$ cat config.mk
export PLATFORM = sky130hd
export DESIGN_NAME = pc_sequencer
export DESIGN_NICKNAME = d
export VERILOG_FILES = /design/src/rtl/pc_sequencer_pkg.sv /design/src/rtl/pc_sequencer_brace_depth_counter.sv /design/src/rtl/pc_sequencer.sv
export SDC_FILE = /design/constraint.sdc
export NUM_CORES = 1
export LEC_CHECK = 0
export CORE_MARGIN = 4
export CORE_UTILIZATION = 50
export CTS_CLUSTER_SIZE = 28
export DETAILED_ROUTE_END_ITERATION = 10
export GPL_ROUTABILITY_DRIVEN = 0
export PLACE_DENSITY = 0.91
export SLEW_MARGIN = 40
export SYNTH_ARGS = -nofsm -noshare
export SYNTH_HDL_FRONTEND = slang
export SYNTH_SLANG_ARGS = --single-unit
$ cat constraint.sdc
create_clock -name i_clock -period 3.46 [get_ports i_clock]
set_clock_uncertainty 0.1 [all_clocks]
set_input_delay 0.865 -clock i_clock [delete_from_list [all_inputs] [get_ports i_clock]]
set_output_delay 0.865 -clock i_clock [all_outputs]
set_load 0.02 [all_outputs]
$ cat src/rtl/pc_sequencer_pkg.sv
// Shared definitions for the program-counter sequencer: core states,
// opcodes and default widths, plus a helper that folds illegal requests.
package pc_sequencer_pkg;

    // Default program-counter width used by every block that addresses
    // instruction memory.
    localparam int PC_WIDTH_DEFAULT    = 16;

    // Default width of the brace-nesting depth counter.
    localparam int DEPTH_WIDTH_DEFAULT = 8;

    // Sequencer states. HALT_S is terminal until reset.
    typedef enum logic [1:0] {
        CORE_S   = 2'd0,
        BRANCH_S = 2'd1,
        STALL_S  = 2'd2,
        HALT_S   = 2'd3
    } core_state;

    // Instruction opcodes. CBF opens a conditional block, CBB closes it.
    typedef enum logic [3:0] {
        NOP = 4'd0,
        INC = 4'd1,
        DEC = 4'd2,
        LFT = 4'd3,
        RGT = 4'd4,
        OUT = 4'd5,
        INP = 4'd6,
        CBF = 4'd7,
        CBB = 4'd8,
        PSH = 4'd9,
        POP = 4'd10,
        HLT = 4'd11
    } op_code;

    // Core control may only request CORE_S, BRANCH_S or STALL_S; anything
    // else (i.e. HALT_S) is folded back to CORE_S. Halting goes through the
    // dedicated halt input only.
    function automatic core_state legal_next_state(input core_state req);
        core_state res;
        res = CORE_S;
        if ((req == BRANCH_S) || (req == STALL_S)) begin
            res = req;
        end
        return res;
    endfunction

endpackage

$ cat src/rtl/pc_sequencer_brace_depth_counter.sv
// Brace-nesting depth counter. Load-to-one starts a forward skip, inc/dec
// track nested CBF/CBB pairs. The counter saturates: increments at the
// maximum are refused and the owner reports the overflow.
module brace_depth_counter
    import pc_sequencer_pkg::*;
#(
    parameter int DEPTH_WIDTH = DEPTH_WIDTH_DEFAULT
) (
    input  logic                   i_clock,
    input  logic                   i_reset,
    input  logic                   i_load_one,
    input  logic                   i_inc,
    input  logic                   i_dec,
    output logic [DEPTH_WIDTH-1:0] o_depth,
    output logic                   o_at_one,
    output logic                   o_at_max
);

    logic [DEPTH_WIDTH-1:0] r_depth;
    logic                   w_at_zero;

    assign w_at_zero = (r_depth == '0);
    assign o_at_one  = (r_depth == DEPTH_WIDTH'(1));
    assign o_at_max  = &r_depth;
    assign o_depth   = r_depth;

    // Depth register: load-to-one wins over inc, inc over dec; never wraps.
    always_ff @(posedge i_clock or posedge i_reset) begin
        if (i_reset) begin
            r_depth <= '0;
        end else if (i_load_one) begin
            r_depth <= DEPTH_WIDTH'(1);
        end else if (i_inc && !o_at_max) begin
            r_depth <= r_depth + DEPTH_WIDTH'(1);
        end else if (i_dec && !w_at_zero) begin
            r_depth <= r_depth - DEPTH_WIDTH'(1);
        end
    end

endmodule

$ cat src/rtl/pc_sequencer.sv
// Program-counter sequencer. Owns the pc and the sequencer state; in
// CORE_S it follows core control, in BRANCH_S it scans forward over a
// skipped CBF..CBB body by itself, STALL_S is a one-cycle bubble, and
// HALT_S freezes everything until reset.
//
// Handshake: there is no valid/ready pair. Core control outputs
// (next_state, pc_write, halt, pc_load) are qualified by o_core_enable:
// they are consumed on a rising edge only while o_core_enable is high
// (pc_load is additionally consumed in STALL_S) and ignored otherwise.
module pc_sequencer
    import pc_sequencer_pkg::*;
#(
    parameter int PC_WIDTH    = PC_WIDTH_DEFAULT,
    parameter int DEPTH_WIDTH = DEPTH_WIDTH_DEFAULT
) (
    input  logic                   i_clock,
    input  logic                   i_reset,
    input  op_code                 i_instruction,
    input  core_state              i_next_state,
    input  logic                   i_pc_write,
    input  logic                   i_halt,
    input  logic                   i_pc_load,
    input  logic [PC_WIDTH-1:0]    i_pc_load_value,
    output logic [PC_WIDTH-1:0]    o_pc,
    output core_state              o_state,
    output logic                   o_core_enable,
    output logic                   o_halted,
    output logic                   o_depth_error,
    output logic [DEPTH_WIDTH-1:0] o_depth
);

    core_state             r_state;
    logic [PC_WIDTH-1:0]   r_pc;
    logic                  r_depth_error;

    core_state             w_next_legal;
    logic [PC_WIDTH-1:0]   w_pc_inc;
    logic                  w_is_cbf;
    logic                  w_is_cbb;
    logic                  w_load_one;
    logic                  w_inc;
    logic                  w_dec;
    logic                  w_at_one;
    logic                  w_at_max;

    // Requested next state with illegal encodings folded to CORE_S.
    assign w_next_legal = legal_next_state(i_next_state);

    // pc + 1 modulo 2^PC_WIDTH; the carry out is simply dropped.
    assign w_pc_inc = r_pc + PC_WIDTH'(1);

    // Opcode decode is only meaningful while scanning a skipped body.
    assign w_is_cbf = (r_state == BRANCH_S) && (i_instruction == CBF);
    assign w_is_cbb = (r_state == BRANCH_S) && (i_instruction == CBB);

    // Entering a skip sets depth to one on the same edge as the state change.
    assign w_load_one = (r_state == CORE_S) && !i_halt && (w_next_legal == BRANCH_S);
    assign w_inc      = w_is_cbf && !w_at_max;
    assign w_dec      = w_is_cbb;

    brace_depth_counter #(
        .DEPTH_WIDTH(DEPTH_WIDTH)
    ) u_depth (
        .i_clock    (i_clock),
        .i_reset    (i_reset),
        .i_load_one (w_load_one),
        .i_inc      (w_inc),
        .i_dec      (w_dec),
        .o_depth    (o_depth),
        .o_at_one   (w_at_one),
        .o_at_max   (w_at_max)
    );

    // Sequencer FSM: state, pc and the sticky overflow flag.
    always_ff @(posedge i_clock or posedge i_reset) begin
        if (i_reset) begin
            r_state       <= CORE_S;
            r_pc          <= '0;
            r_depth_error <= 1'b0;
        end else begin
            case (r_state)
                CORE_S: begin
                    // halt outranks every other request and freezes pc.
                    if (i_halt) begin
                        r_state <= HALT_S;
                    end else begin
                        if (i_pc_load) begin
                            r_pc <= i_pc_load_value;
                        end else if (i_pc_write) begin
                            r_pc <= w_pc_inc;
                        end
                        r_state <= w_next_legal;
                    end
                end
                STALL_S: begin
                    // Single bubble; only pc_load is honoured here.
                    if (i_pc_load) begin
                        r_pc <= i_pc_load_value;
                    end else begin
                        r_pc <= w_pc_inc;
                    end
                    r_state <= CORE_S;
                end
                BRANCH_S: begin
                    // Scan forward one instruction per cycle regardless of
                    // core control, so an HLT inside the body is skipped.
                    r_pc <= w_pc_inc;
                    if (w_is_cbf && w_at_max) begin
                        r_depth_error <= 1'b1;
                        r_state       <= HALT_S;
                    end else if (w_is_cbb && w_at_one) begin
                        // Matching CBB: next CORE_S fetch is its address + 1.
                        r_state <= CORE_S;
                    end
                end
                HALT_S: begin
                    r_state <= HALT_S;
                end
                default: begin
                    r_state <= CORE_S;
                end
            endcase
        end
    end

    assign o_pc          = r_pc;
    assign o_state       = r_state;
    assign o_depth_error = r_depth_error;

    // Status decoded straight from the state register.
    assign o_core_enable = (r_state == CORE_S);
    assign o_halted      = (r_state == HALT_S);

endmodule

==> After elaboration in Yosys (flattened, before gate mapping) <==
Cells that the tools add are included.
{ "word_totals": {"latchBits": 0, "regBits": 27, "mem_bits_ro": 0, "mem_count": 0, "ramBits": 0, "output_inout_bits": 29} }
{ "op_classes": {"div_mod_pow": 0, "n_addsub": 3, "n_eq_ne": 12, "shifts": 0, "n_lt_le_gt_ge": 0, "mul": 0, "mux": 13, "reduce_logical": 20, "bitwise_logic": 0} }
{ "ops": {"columns": ["cell", "n"], "rows": [
  ["$mux 16", 4],
  ["$pmux 16 s3", 1],
  ["$mux 8", 3],
  ["$add 16x1->16 const B", 1],
  ["$logic_and 1x1->1", 9],
  ["$add 8x1->8 const B", 1],
  ["$eq 8x1->1 const B", 1],
  ["$logic_not 8->1", 1],
  ["$mux 2", 4],
  ["$pmux 2 s4", 1],
  ["$reduce_and 8->1", 1],
  ["$sub 8x1->8 const B", 1],
  ["$eq 2x1->1 const B", 3],
  ["$eq 2x2->1 const B", 3],
  ["$reduce_bool 3->1", 2],
  ["$eq 4x3->1 const B", 1],
  ["$eq 4x4->1 const B", 1],
  ["$logic_not 1->1", 3],
  ["$ne 3x1->1 const B", 1],
  ["$ne 3x3->1 const B", 1],
  ["$reduce_and 3->1", 1],
  ["$logic_not 2->1", 1],
  ["$ne 2x2->1 const B", 1],
  ["$reduce_and 2->1", 1],
  ["$logic_or 1x1->1", 1]
]} }

==> Longest topological paths before layout <==
Gate-level depths: netlist (run 1).
{ "logic_depth": {"depth_word": 6, "ltp_mapped": 8} }

==> Cells and area by module <==
Synthesis (run 1) repeated with hierarchy kept, for this count alone.
{ "hier_totals": {"cells_unflattened": 232, "hier_area_um2": 2019.4} }
{ "by_module_without_submodules": {"columns": ["module", "area_per_inst_um2", "instances", "cells_each"], "rows": [
  ["pc_sequencer", 1296.2, 1, 149],
  ["brace_depth_counter", 723.2, 1, 83]
]} }

==> Least setup slack after synthesis (run 1) <==
Ideal clock, no wire load.
{ "synth_timing": {"path_type": "input -> register", "startpoint": "in i_instruction[3]", "endpoint": "reg u_depth.r_depth[6], in the netlist u_depth.o_depth[6]", "cell_stages": 5, "setup_slack_ps": 1345, "path_buffers": 0, "arrival_time_ps": 1937, "path_cell_list": "nand4b_1 > a211oi_2 > a21oi_2 > or3_1 > a21oi_1"} }
{ "synth_between": {"elab_chain_cells": 6, "elab_cells_between_ends": 10, "classes_between": "2 x eq/ne; 2 x mux; 6 x reduce/logical"} }
{ "synth_lines": {"columns": ["element", "line_no", "source"], "rows": [
  ["start, declared", "pc_sequencer.sv:18", "input op_code i_instruction,"],
  ["$eq 4x3->1", "pc_sequencer.sv:53", "assign w_is_cbf = (r_state == BRANCH_S) && (i_instruction == CBF);"],
  ["$logic_and 1x1->1", "pc_sequencer.sv:53", null],
  ["$logic_and 1x1->1", "pc_sequencer.sv:58", "assign w_inc = w_is_cbf && !w_at_max;"],
  ["$logic_and 1x1->1", "pc_sequencer_brace_depth_counter.sv:33", "end else if (i_inc && !o_at_max) begin"],
  ["$mux 8", "pc_sequencer_brace_depth_counter.sv:33", null],
  ["$mux 8", "pc_sequencer_brace_depth_counter.sv:31", "end else if (i_load_one) begin"],
  ["end signal, assigned", "pc_sequencer_brace_depth_counter.sv:34", "r_depth <= r_depth + DEPTH_WIDTH'(1);"],
  ["end signal, assigned", "pc_sequencer_brace_depth_counter.sv:36", "r_depth <= r_depth - DEPTH_WIDTH'(1);"],
  ["end, declared", "pc_sequencer_brace_depth_counter.sv:19", "logic [DEPTH_WIDTH-1:0] r_depth;"]
]} }
Parallel ways exist; a longest one is shown, timed or not.
A chain may end at the register's enable or synchronous reset.

==> Final worst setup path (run 1) <==
{ "layout_timing": {"startpoint": "reg r_state[1], in the netlist o_state[1]", "endpoint": "out o_core_enable"} }
{ "layout_between": {"elab_chain_cells": 1} }
{ "layout_lines": {"columns": ["element", "line_no", "source"], "rows": [
  ["start, declared", "pc_sequencer.sv:32", "core_state r_state;"],
  ["start signal, assigned", "pc_sequencer.sv:92", "r_state <= w_next_legal;"],
  ["$logic_not 2->1", "pc_sequencer.sv:131", "assign o_core_enable = (r_state == CORE_S);"],
  ["end, declared", "pc_sequencer.sv:26", "output logic o_core_enable,"]
]} }
Every way passes these cells.

==> reports/qor.csv, run 1 <==
stage,metric,value,unit
status,outcome,"complete, no violations",
hold_path,Hold Path Class,reg2reg,
timing,Pins Over Slew Limit,0,
clock_network,Root Buffer,clkbuf_4,
setup_path,CP Data Arrival Time,1640,ps
drt,wire length per cell,15.6,µm
grt,Tot GR Track Use,22.4,%
timing,RSZ-0062 raised after global routing,no,
power,power per cell area,811,nW/µm²
setup_path,"Worst Path Class, Setup",reg2out,
clock_network,Clock Latency Late Sink,350,ps
drt,drt first pass iters,4,
final_layout,ant diodes,0,
synthesis,number of synthesized flops with an enable pin,0,
setup_path,"slowest stage delay, CP",630,ps
timing,relative slew slack,53.6,%
setup_path,Worst R2R Path Depth,5,
power,total power,1.95,mW
grt,first-pass GRT wire length,7.97,mm
hold_path,Worst Hold Depth,1,
placement,IO buf count,55,
die,chip width,68.2,µm
drt,Residual DRC,0,
placement,worst slack at placement,717,ps
setup_path,worst r2r src,o_state[1],
synthesis,syn nets,250,
timing,Setup TNS Final,0,ps
synthesis,count of cell types in the netlist,46,
drt,initial DRC count,192,
clock_network,CTS buffer count,3,
timing,f_max,384,MHz
clock_network,clk sinks,27,
placement,Post-DP HPWL,3.60,mm
die,num rows,21,
final_layout,fin util,70.6,%
die,Ports,56,
grt,largest net degree at the start of global routing,28,
timing,Final Cycle Share,75.3,%
synthesis,Synth Flop Type,dfrtp_1,
power,leakage power figure,0.938,nW
final_layout,layout cells sized above 1,4.49,%
setup_path,Worst Path Required,2490,ps
timing,hold_ws,410,ps
synthesis,mapped cell area,1810,µm²
setup_path,Critical Path End Type,primary output,
synthesis,Synth Warn #,0,
clock_network,H-tree depth,1,
die,area of the die,4650,µm²
timing,Fin. Hold Viols,0,
setup_path,Worst setup endpoint,o_core_enable,
timing,final setup margin,854,ps
clock_network,TritonCTS clock tree,built,
synthesis,Yosys reg bits,27,
drt,DR vias,1875,
timing,final setup fails,0,
setup_path,reg2reg end,u_depth.o_depth[6],
grt,antenna violations before repair,0,
setup_path,CP max stage cell,clkdlybuf4s50_1,
die,core area,3420,µm²
drt,antenna-violating nets left,0,
final_layout,fin nets,300,
clock_network,Setup Buffers After CTS,0,
drt,Routed WL,4.89,mm
grt,total grt overflow,0,
setup_path,Worst Path Max Fanout,7,
die,Initial Util,53.0,%
setup_path,CP Launch Type,flop,
die,DIE HEIGHT,68.2,µm
grt,vias in the first global route,1733,
synthesis,Synth Instances,218,
flow_run,Max Cap Viol,0,
timing,Worst-Margin Slew,695,ps
power,maximum VDD drop,0.442,mV
setup_path,reg-to-reg setup timing slack,1250,ps
setup_path,crit-path cells,nor2_1 -> clkdlybuf4s50_1,
clock_network,"Reg clk slew, reported paths",170,ps
synthesis,asr flop ratio synth,100,%
drt,Via density,5.99,
final_layout,area added between synthesis and finish,33.1,%
clock_network,Post-CTS Resized,0,
synthesis,register area share after synthesis,37.3,%
synthesis,syn avg cell area,8.31,µm²
clock_network,Post-CTS Hold Buffers,0,
clock_network,clk buf depth,2,
timing,Final Critical Period,2610,ps
setup_path,crit path launch,o_state[1],
## how the worst min path moves through the flow
stage / to / from
floorplan: o_depth_error / o_depth_error
detailed placement: o_depth_error / o_depth_error
global route: o_depth_error / o_depth_error
CTS: o_depth_error / o_depth_error
global placement: o_depth_error / o_depth_error
finish: o_depth_error / o_depth_error
## area by class of cell
cell class,instances,area [µm²]
clock inverters,1,7.51
repair buffers,57,566
well taps,46,57.6
inverters,7,26.3
clock buffers,3,22.5
multi-input cells,172,1060
flip-flops and latches,27,676
fillers,261,1000
## stage by stage
step	instances	area, µm²
6_report	313	2410
5_1_grt	313	2410
4_1_cts	313	2410
3_5_place_dp	309	2380
3_3_place_gp	309	2380
2_1_floorplan	218	1810
## synthesized netlist by cell type, types with 3 or more instances
cell type,number,area (µm²)
nor2_1,28,105
dfrtp_1,27,676
a21oi_1,21,105
nand2_1,12,45.0
nand3_1,12,60.1
o21ai_0,10,50.1
clkbuf_1,8,30.0
nand4_1,8,50.1
inv_1,7,26.3
a31oi_1,6,37.5
nor3_1,6,30.0
o22a_1,6,52.6
and3_1,5,31.3
ha_1,5,62.6
a2bb2oi_1,4,35.0
and2_1,4,25.0
nand2b_1,4,25.0
nor4_1,4,25.0
o22ai_1,4,25.0
and4_1,3,26.3
buf_2,3,15.0
## layer usage
metal	GRT usage, %	wire length [µm]	vias to the layer above
li1	-	-	921
met1	29.4	2130	884
met2	38.3	2420	66
met3	4.27	326	4
met4	4.71	23	0
met5	0	0	-
## kinds of logic after synthesis
group	synth area share, %
AO/OA/AOI/OAI	24.7
flip-flops	37.3
XOR/XNOR	0.967
adder cells (fa/ha/maj)	3.45
multiplexers	0.553
buffers and inverters	4.56
AND/OR/NAND/NOR	28.5
## worst max-delay path, delay by kind of cell, from the launching register on
| kind | cells | cell delay, ps |
|---|---|---|
| AND/OR/NAND/NOR | 1 | 180 |
| flip-flops | 1 | 480 |
| buffers and inverters | 1 | 630 |
## power breakdown
part           leakage, nW  internal (mW)  total [mW]  switching, mW
clock network       0.0139         0.0444       0.149          0.104
logic                0.605          0.512        1.12          0.613
registers            0.319          0.455       0.681          0.226
## registers in the layout (all words and copies together), names as in the netlist
signal	count
o_pc	16
o_state	2
u_depth.o_depth	8
o_depth_error	1
## placed cells by master, fill, tap and decap left out, types with 4 or more instances in the layout
cell type        Yosys  final
nand4_1              8      8
nand2_1             12     11
and3_1               5      5
ha_1                 5      5
nand3_1             12     12
a21oi_1             21     21
nor3_1               6      6
and2_1               4      4
o22a_1               6      6
a31oi_1              6      6
clkdlybuf4s50_1      0     55
nand2b_1             4      4
a2bb2oi_1            4      4
o21ai_0             10     10
nor2_1              28     28
inv_1                7      7
nor4_1               4      4
dfrtp_1             27     27
o22ai_1              4      4
No activity file was read; power rests on OpenSTA's default activity.
==> run 2, diff against run 1 <==
CORE_UTILIZATION = 42   (was 50)
PLACE_DENSITY = 0.82   (was 0.91)
clock period = 2.1 ns   (was 3.46 ns; I/O delays follow)
==> run 2 against run 1 <==
Effect of this change:
- first-iteration DRC count up 11%
- total power up 77%
- sequential share of layout area down 2.0 points
- final area up 7.9%
- via count up 4.3%
- worst hold slack worse by 38 ps
- sequential cell count unchanged
- die area up 17%
- count of clock-buffer cells in the layout unchanged
- global-route usage down 3.3 points
- core utilization down 6.9 points
- critical path depth down 1
- critical endpoint is now o_depth[4]
- largest cell class unchanged
==> reports/qor.csv, run 2 (same netlist as run 1, synthesis figures left out) <==
stage,metric,value,unit,change
timing,hold_ws,372,ps,was 410 ps
drt,antenna-violating nets left,0,,unchanged
clock_network,clk buf depth,2,,unchanged
clock_network,clk sinks,27,,unchanged
setup_path,worst path buffer plus inverter count,1,,unchanged
grt,vias in the first global route,1861,,was 1733
timing,RSZ-0062 raised after global routing,no,,unchanged
setup_path,crit-path cells,clkdlybuf4s50_1,,was nor2_1 -> clkdlybuf4s50_1
timing,Pins Over Slew Limit,0,,unchanged
grt,first-pass GRT wire length,8.36,mm,was 7.97 mm
die,num rows,23,,was 21
final_layout,Seq. cell area,678,µm²,was 676 µm²
final_layout,max FFs per register,16,,unchanged
setup_path,"slowest stage delay, CP",660,ps,was 630 ps
final_layout,multi-input logic area,1070,µm²,was 1060 µm²
timing,relative slew slack,68.5,%,was 53.6%
final_layout,fin nets,316,,was 300
setup_path,Worst Path Required,1470,ps,was 2490 ps
power,power per cell area,1330,nW/µm²,was 811 nW/µm²
die,chip width,73.7,µm,was 68.2 µm
setup_path,Worst Path Max Fanout,7,,unchanged
drt,DR vias,1955,,was 1875
final_layout,fin area,2600,µm²,was 2410 µm²
placement,placed cells,328,,was 309
final_layout,area added between synthesis and finish,43.6,%,was 33.1%
drt,drt first pass iters,4,,unchanged
setup_path,CP Launch Type,flop,,unchanged
timing,f_max,489,MHz,
setup_path,Crit path max-delay family,buffers and inverters,,unchanged
final_layout,fin util,63.7,%,was 70.6%
clock_network,Clock Latency Late Sink,280,ps,was 350 ps
grt,antenna violations before repair,0,,unchanged
die,area of the die,5430,µm²,was 4650 µm²
die,Ports,56,,unchanged
setup_path,worst r2r src,u_depth.o_depth[1],,was o_state[1]
drt,Via density,5.87,,was 5.99
setup_path,crit path launch,u_depth.o_depth[4],,was o_state[1]
timing,Final Cycle Share,97.4,%,
final_layout,"most common cell after layout, fill and taps aside",clkdlybuf4s50_1,,unchanged
timing,Final Critical Period,2050,ps,
clock_network,Post-CTS Hold Buffers,0,,unchanged
hold_path,hold_sp,o_depth_error,,unchanged
final_layout,Final Non-Filler Cells,333,,was 313
drt,Residual DRC,0,,unchanged
grt,largest net degree at the start of global routing,28,,unchanged
clock_network,H-tree depth,1,,unchanged
drt,wire length per cell,14.9,µm,was 15.6 µm
setup_path,CP max stage cell,clkdlybuf4s50_1,,unchanged
timing,final setup fails,0,,unchanged
clock_network,CTS buffer count,3,,unchanged
timing,Fin. Hold Viols,0,,unchanged
final_layout,layout filler cell count,355,,was 261
die,Initial Util,44.3,%,was 53.0%
clock_network,Root Buffer,clkbuf_8,,was clkbuf_4
setup_path,"Worst Path Class, Setup",reg2out,,unchanged
placement,Area after DPL,2520,µm²,was 2380 µm²
drt,Routed WL,4.97,mm,was 4.89 mm
timing,Worst-Margin Slew,469,ps,was 695 ps
grt,Tot GR Track Use,19.1,%,was 22.4%
clock_network,"Reg clk slew, reported paths",100,ps,was 170 ps
power,maximum VDD drop,0.821,mV,was 0.442 mV
timing,Setup TNS Final,0,ps,unchanged
hold_path,Hold Path Class,reg2reg,,unchanged
grt,total grt overflow,0,,unchanged
placement,Post-DP HPWL,3.68,mm,was 3.60 mm
power,leakage power figure,1.08,nW,was 0.938 nW
setup_path,Critical Path End Type,primary output,,unchanged
die,core area,4090,µm²,was 3420 µm²
final_layout,ant diodes,0,,unchanged
status,outcome,"complete, no violations",,unchanged
flow_run,Max Cap Viol,0,,unchanged
placement,IO buf count,55,,unchanged
clock_network,TritonCTS clock tree,built,,unchanged
final_layout,layout cells sized above 1,11.3,%,was 4.49%
drt,initial DRC count,214,,was 192
setup_path,CP Data Arrival Time,1420,ps,was 1640 ps
die,DIE HEIGHT,73.7,µm,was 68.2 µm
final_layout,most frequent cells in the layout,"clkdlybuf4s50_1, nor2_1, dfrtp_1",,unchanged
==> run 2: changes by cell type in the layout (fill, tap and decap cells not counted), moves of 3 or more <==
cell and change:
buf_4 +14, clkdlybuf4s50_1 -5, clkbuf_4 -3, clkbuf_8 +3, dlymetal6s2s_1 +3
==> run 2: per-layer routing <==
layer,vias up,routed length [µm],global-route usage (%),part of all wire [%]
met4,0,38,4.23,0.76
met1,906,2080,25.1,42
met5,-,0,0,0
li1,958,-,-,-
met3,6,410,3.97,8.2
met2,85,2440,32.2,49
==> run 2: final cells by class <==
type	count	area share, %
multi-input cells	172	41.1
well taps	50	2.41
inverters	7	1.01
repair buffers	73	27.5
flip-flops and latches	27	26.1
clock inverters	1	0.289
clock buffers	3	1.59
==> run 2: per-stage QoR <==
| stage | power (mW) | worst slack (ps) |
|---|---|---|
| floorplan | 2.23 | 101 |
| global placement | 3.08 | -104 |
| detailed placement | 3.12 | -222 |
| CTS | 3.44 | 6.63 |
| global route | 3.72 | 5.08 |
| finish | 3.45 | 54.1 |
==> run 2: path summary, 6_finish.rpt <==
kind,slack [ps],cells past startpoint,endpoint
setup / recovery,50,1,o_depth[4]
hold / removal,370,1,o_depth_error
setup reg to reg,140,6,u_depth.o_depth[6]
hold reg to reg,370,1,o_depth_error
max in group asynchronous,1130,3,u_depth.o_depth[6]
min in group asynchronous,500,3,o_pc[12]
==> run 2: where the power goes <==
part	total, mW	switching, mW	leakage [nW]	internal (mW)
sequential	1.07	0.320	0.317	0.754
clock	0.311	0.176	0.0217	0.135
combinational	2.07	1.10	0.746	0.966
total	3.45	1.60	1.08	1.85
==> run 2: timing repair <==
action / in CTS / in global routing
pin swaps: 0 / 1
gates resized for setup: 3 / 7
endpoints found under the setup margin: 2 / 7
buffers inserted: 0 / 1
==> run 3, diff against run 2 <==
HOLD_SLACK_MARGIN = 0.03   (was unset)
PLACE_DENSITY = 0.74   (was 0.82)
==> run 3 against run 2 <==
Effect of this change:
- sequential share of layout area shrank 0.15 points
- final cell count rose by 0.60%
- combinational power about the same
- wire length down 1.8%
- die area unchanged
- global-route usage is 0.48 points lower
- highest routed layer unchanged
==> reports/qor.csv, run 3 (same netlist as run 1, synthesis figures left out) <==
stage,metric,value,unit,change
clock_network,H-tree depth,1,,unchanged
clock_network,"Reg clk slew, reported paths",100,ps,about the same
drt,wire length per cell,14.6,µm,was 14.9 µm
grt,Tot GR Track Use,18.6,%,was 19.1%
power,leakage power figure,1.06,nW,was 1.08 nW
die,core area,4090,µm²,unchanged
placement,IO buf count,55,,unchanged
grt,antenna violations before repair,0,,unchanged
timing,Pins Over Slew Limit,0,,unchanged
status,outcome,"complete, no violations",,unchanged
clock_network,CTS buffer count,3,,unchanged
timing,Setup TNS Final,0,ps,unchanged
die,chip width,73.7,µm,unchanged
drt,initial DRC count,143,,was 214
setup_path,reg2reg end,u_depth.o_depth[6],,unchanged
setup_path,Worst R2R Path Depth,6,,unchanged
hold_path,hold-critical path endpoint,o_depth_error,,unchanged
grt,total grt overflow,0,,unchanged
flow_run,Max Cap Viol,0,,unchanged
grt,vias in the first global route,1758,,was 1861
drt,drt first pass iters,4,,unchanged
clock_network,Post-CTS Hold Buffers,0,,unchanged
drt,DR vias,1899,,was 1955
die,area of the die,5430,µm²,unchanged
final_layout,layout cells sized above 1,11.6,%,was 11.3%
timing,hold_ws,389,ps,was 372 ps
final_layout,fin util,63.9,%,was 63.7%
timing,Final Critical Period,2040,ps,was 2050 ps
clock_network,TritonCTS clock tree,built,,unchanged
final_layout,"most common cell after layout, fill and taps aside",clkdlybuf4s50_1,,unchanged
timing,Final Cycle Share,97.3,%,was 97.4%
setup_path,Worst Path Max Fanout,9,,was 7
hold_path,Hold Path Class,reg2reg,,unchanged
setup_path,worst path buffer plus inverter count,1,,unchanged
placement,placed cells,331,,was 328
timing,final setup fails,0,,unchanged
timing,f_max,489,MHz,about the same
hold_path,Worst Hold Depth,1,,unchanged
timing,relative slew slack,68.3,%,was 68.5%
drt,Via density,5.67,,was 5.87
hold_path,hold_sp,o_depth_error,,unchanged
drt,Routed WL,4.88,mm,was 4.97 mm
die,Ports,56,,unchanged
clock_network,clk sinks,27,,unchanged
power,power per cell area,1310,nW/µm²,was 1330 nW/µm²
drt,antenna-violating nets left,0,,unchanged
clock_network,Root Buffer,clkbuf_8,,unchanged
final_layout,Final Non-Filler Cells,335,,was 333
grt,first-pass GRT wire length,8.16,mm,was 8.36 mm
power,maximum VDD drop,0.642,mV,was 0.821 mV
setup_path,"Worst Path Class, Setup",reg2out,,unchanged
timing,RSZ-0062 raised after global routing,no,,unchanged
timing,Fin. Hold Viols,0,,unchanged
setup_path,Crit path max-delay family,buffers and inverters,,unchanged
setup_path,Worst Path Required,1470,ps,about the same
timing,Worst-Margin Slew,472,ps,was 469 ps
setup_path,reg-to-reg setup timing slack,120,ps,was 140 ps
die,num rows,23,,unchanged
setup_path,worst r2r src,u_depth.o_depth[0],,was u_depth.o_depth[1]
setup_path,CP Launch Type,flop,,unchanged
setup_path,Critical Path End Type,primary output,,unchanged
setup_path,crit-path cells,clkdlybuf4s50_1,,unchanged
final_layout,max FFs per register,16,,unchanged
drt,Residual DRC,0,,unchanged
final_layout,ant diodes,0,,unchanged
die,DIE HEIGHT,73.7,µm,unchanged
grt,largest net degree at the start of global routing,28,,unchanged
clock_network,clk buf depth,2,,unchanged
setup_path,CP Data Arrival Time,1420,ps,about the same
placement,Post-DP HPWL,3.70,mm,was 3.68 mm
setup_path,"slowest stage delay, CP",660,ps,about the same
die,Initial Util,44.3,%,unchanged
final_layout,fin nets,318,,was 316
setup_path,CP max stage cell,clkdlybuf4s50_1,,unchanged
final_layout,area added between synthesis and finish,44.1,%,was 43.6%
final_layout,most frequent cells in the layout,"clkdlybuf4s50_1, nor2_1, dfrtp_1",,unchanged
clock_network,Clock Latency Late Sink,270,ps,was 280 ps
==> run 3: cell type report <==
type | count | area [µm²]
well taps | 50 | 62.6
fillers | 355 | 1480
flip-flops and latches | 27 | 677
multi-input cells | 172 | 1070
clock buffers | 4 | 45.0
inverters | 7 | 26.3
repair buffers | 75 | 726
==> run 3: layer usage <==
metal	GRT usage [%]	vias up	part of all wire (%)
li1	-	950	-
met1	25.4	889	45
met2	31.1	54	48
met3	3.01	6	5.7
met4	3.62	0	0.94
met5	0	-	0
==> run 3: worst max-delay path by stage <==
stage,start,endpoint,slack (ps),depth (start not counted)
after floorplan,u_depth.o_depth[0],u_depth.o_depth[6],100,6
after global placement,i_instruction[3],u_depth.o_depth[7],-140,7
after detailed placement,i_instruction[1],u_depth.o_depth[7],-210,7
after CTS,o_pc[5],o_pc[5],60,1
after global routing,u_depth.o_depth[0],u_depth.o_depth[6],1,6
final,u_depth.o_depth[6],o_depth[6],60,1
==> run 3: timing repair <==
item | 4_1_cts | 5_1_grt
setup buffers | 0 | 0
resized for setup | 3 | 6
setup endpoints to repair | 2 | 6
pin swaps | 0 | 1
==> run 3: where the power goes <==
part	leakage [nW]	internal, mW	switching (mW)
clock network	0.0228	0.136	0.164
logic	0.718	0.972	1.07
registers	0.318	0.752	0.339
total	1.06	1.86	1.57
==> run 3: through the flow <==
stage	worst slack, ps	power (mW)	instance area [µm²]
CTS	62.0	3.42	2590
detailed placement	-214	3.12	2540
global placement	-145	3.09	2540
finish	56.1	3.43	2610
global route	1.38	3.70	2610
floorplan	101	2.23	1810
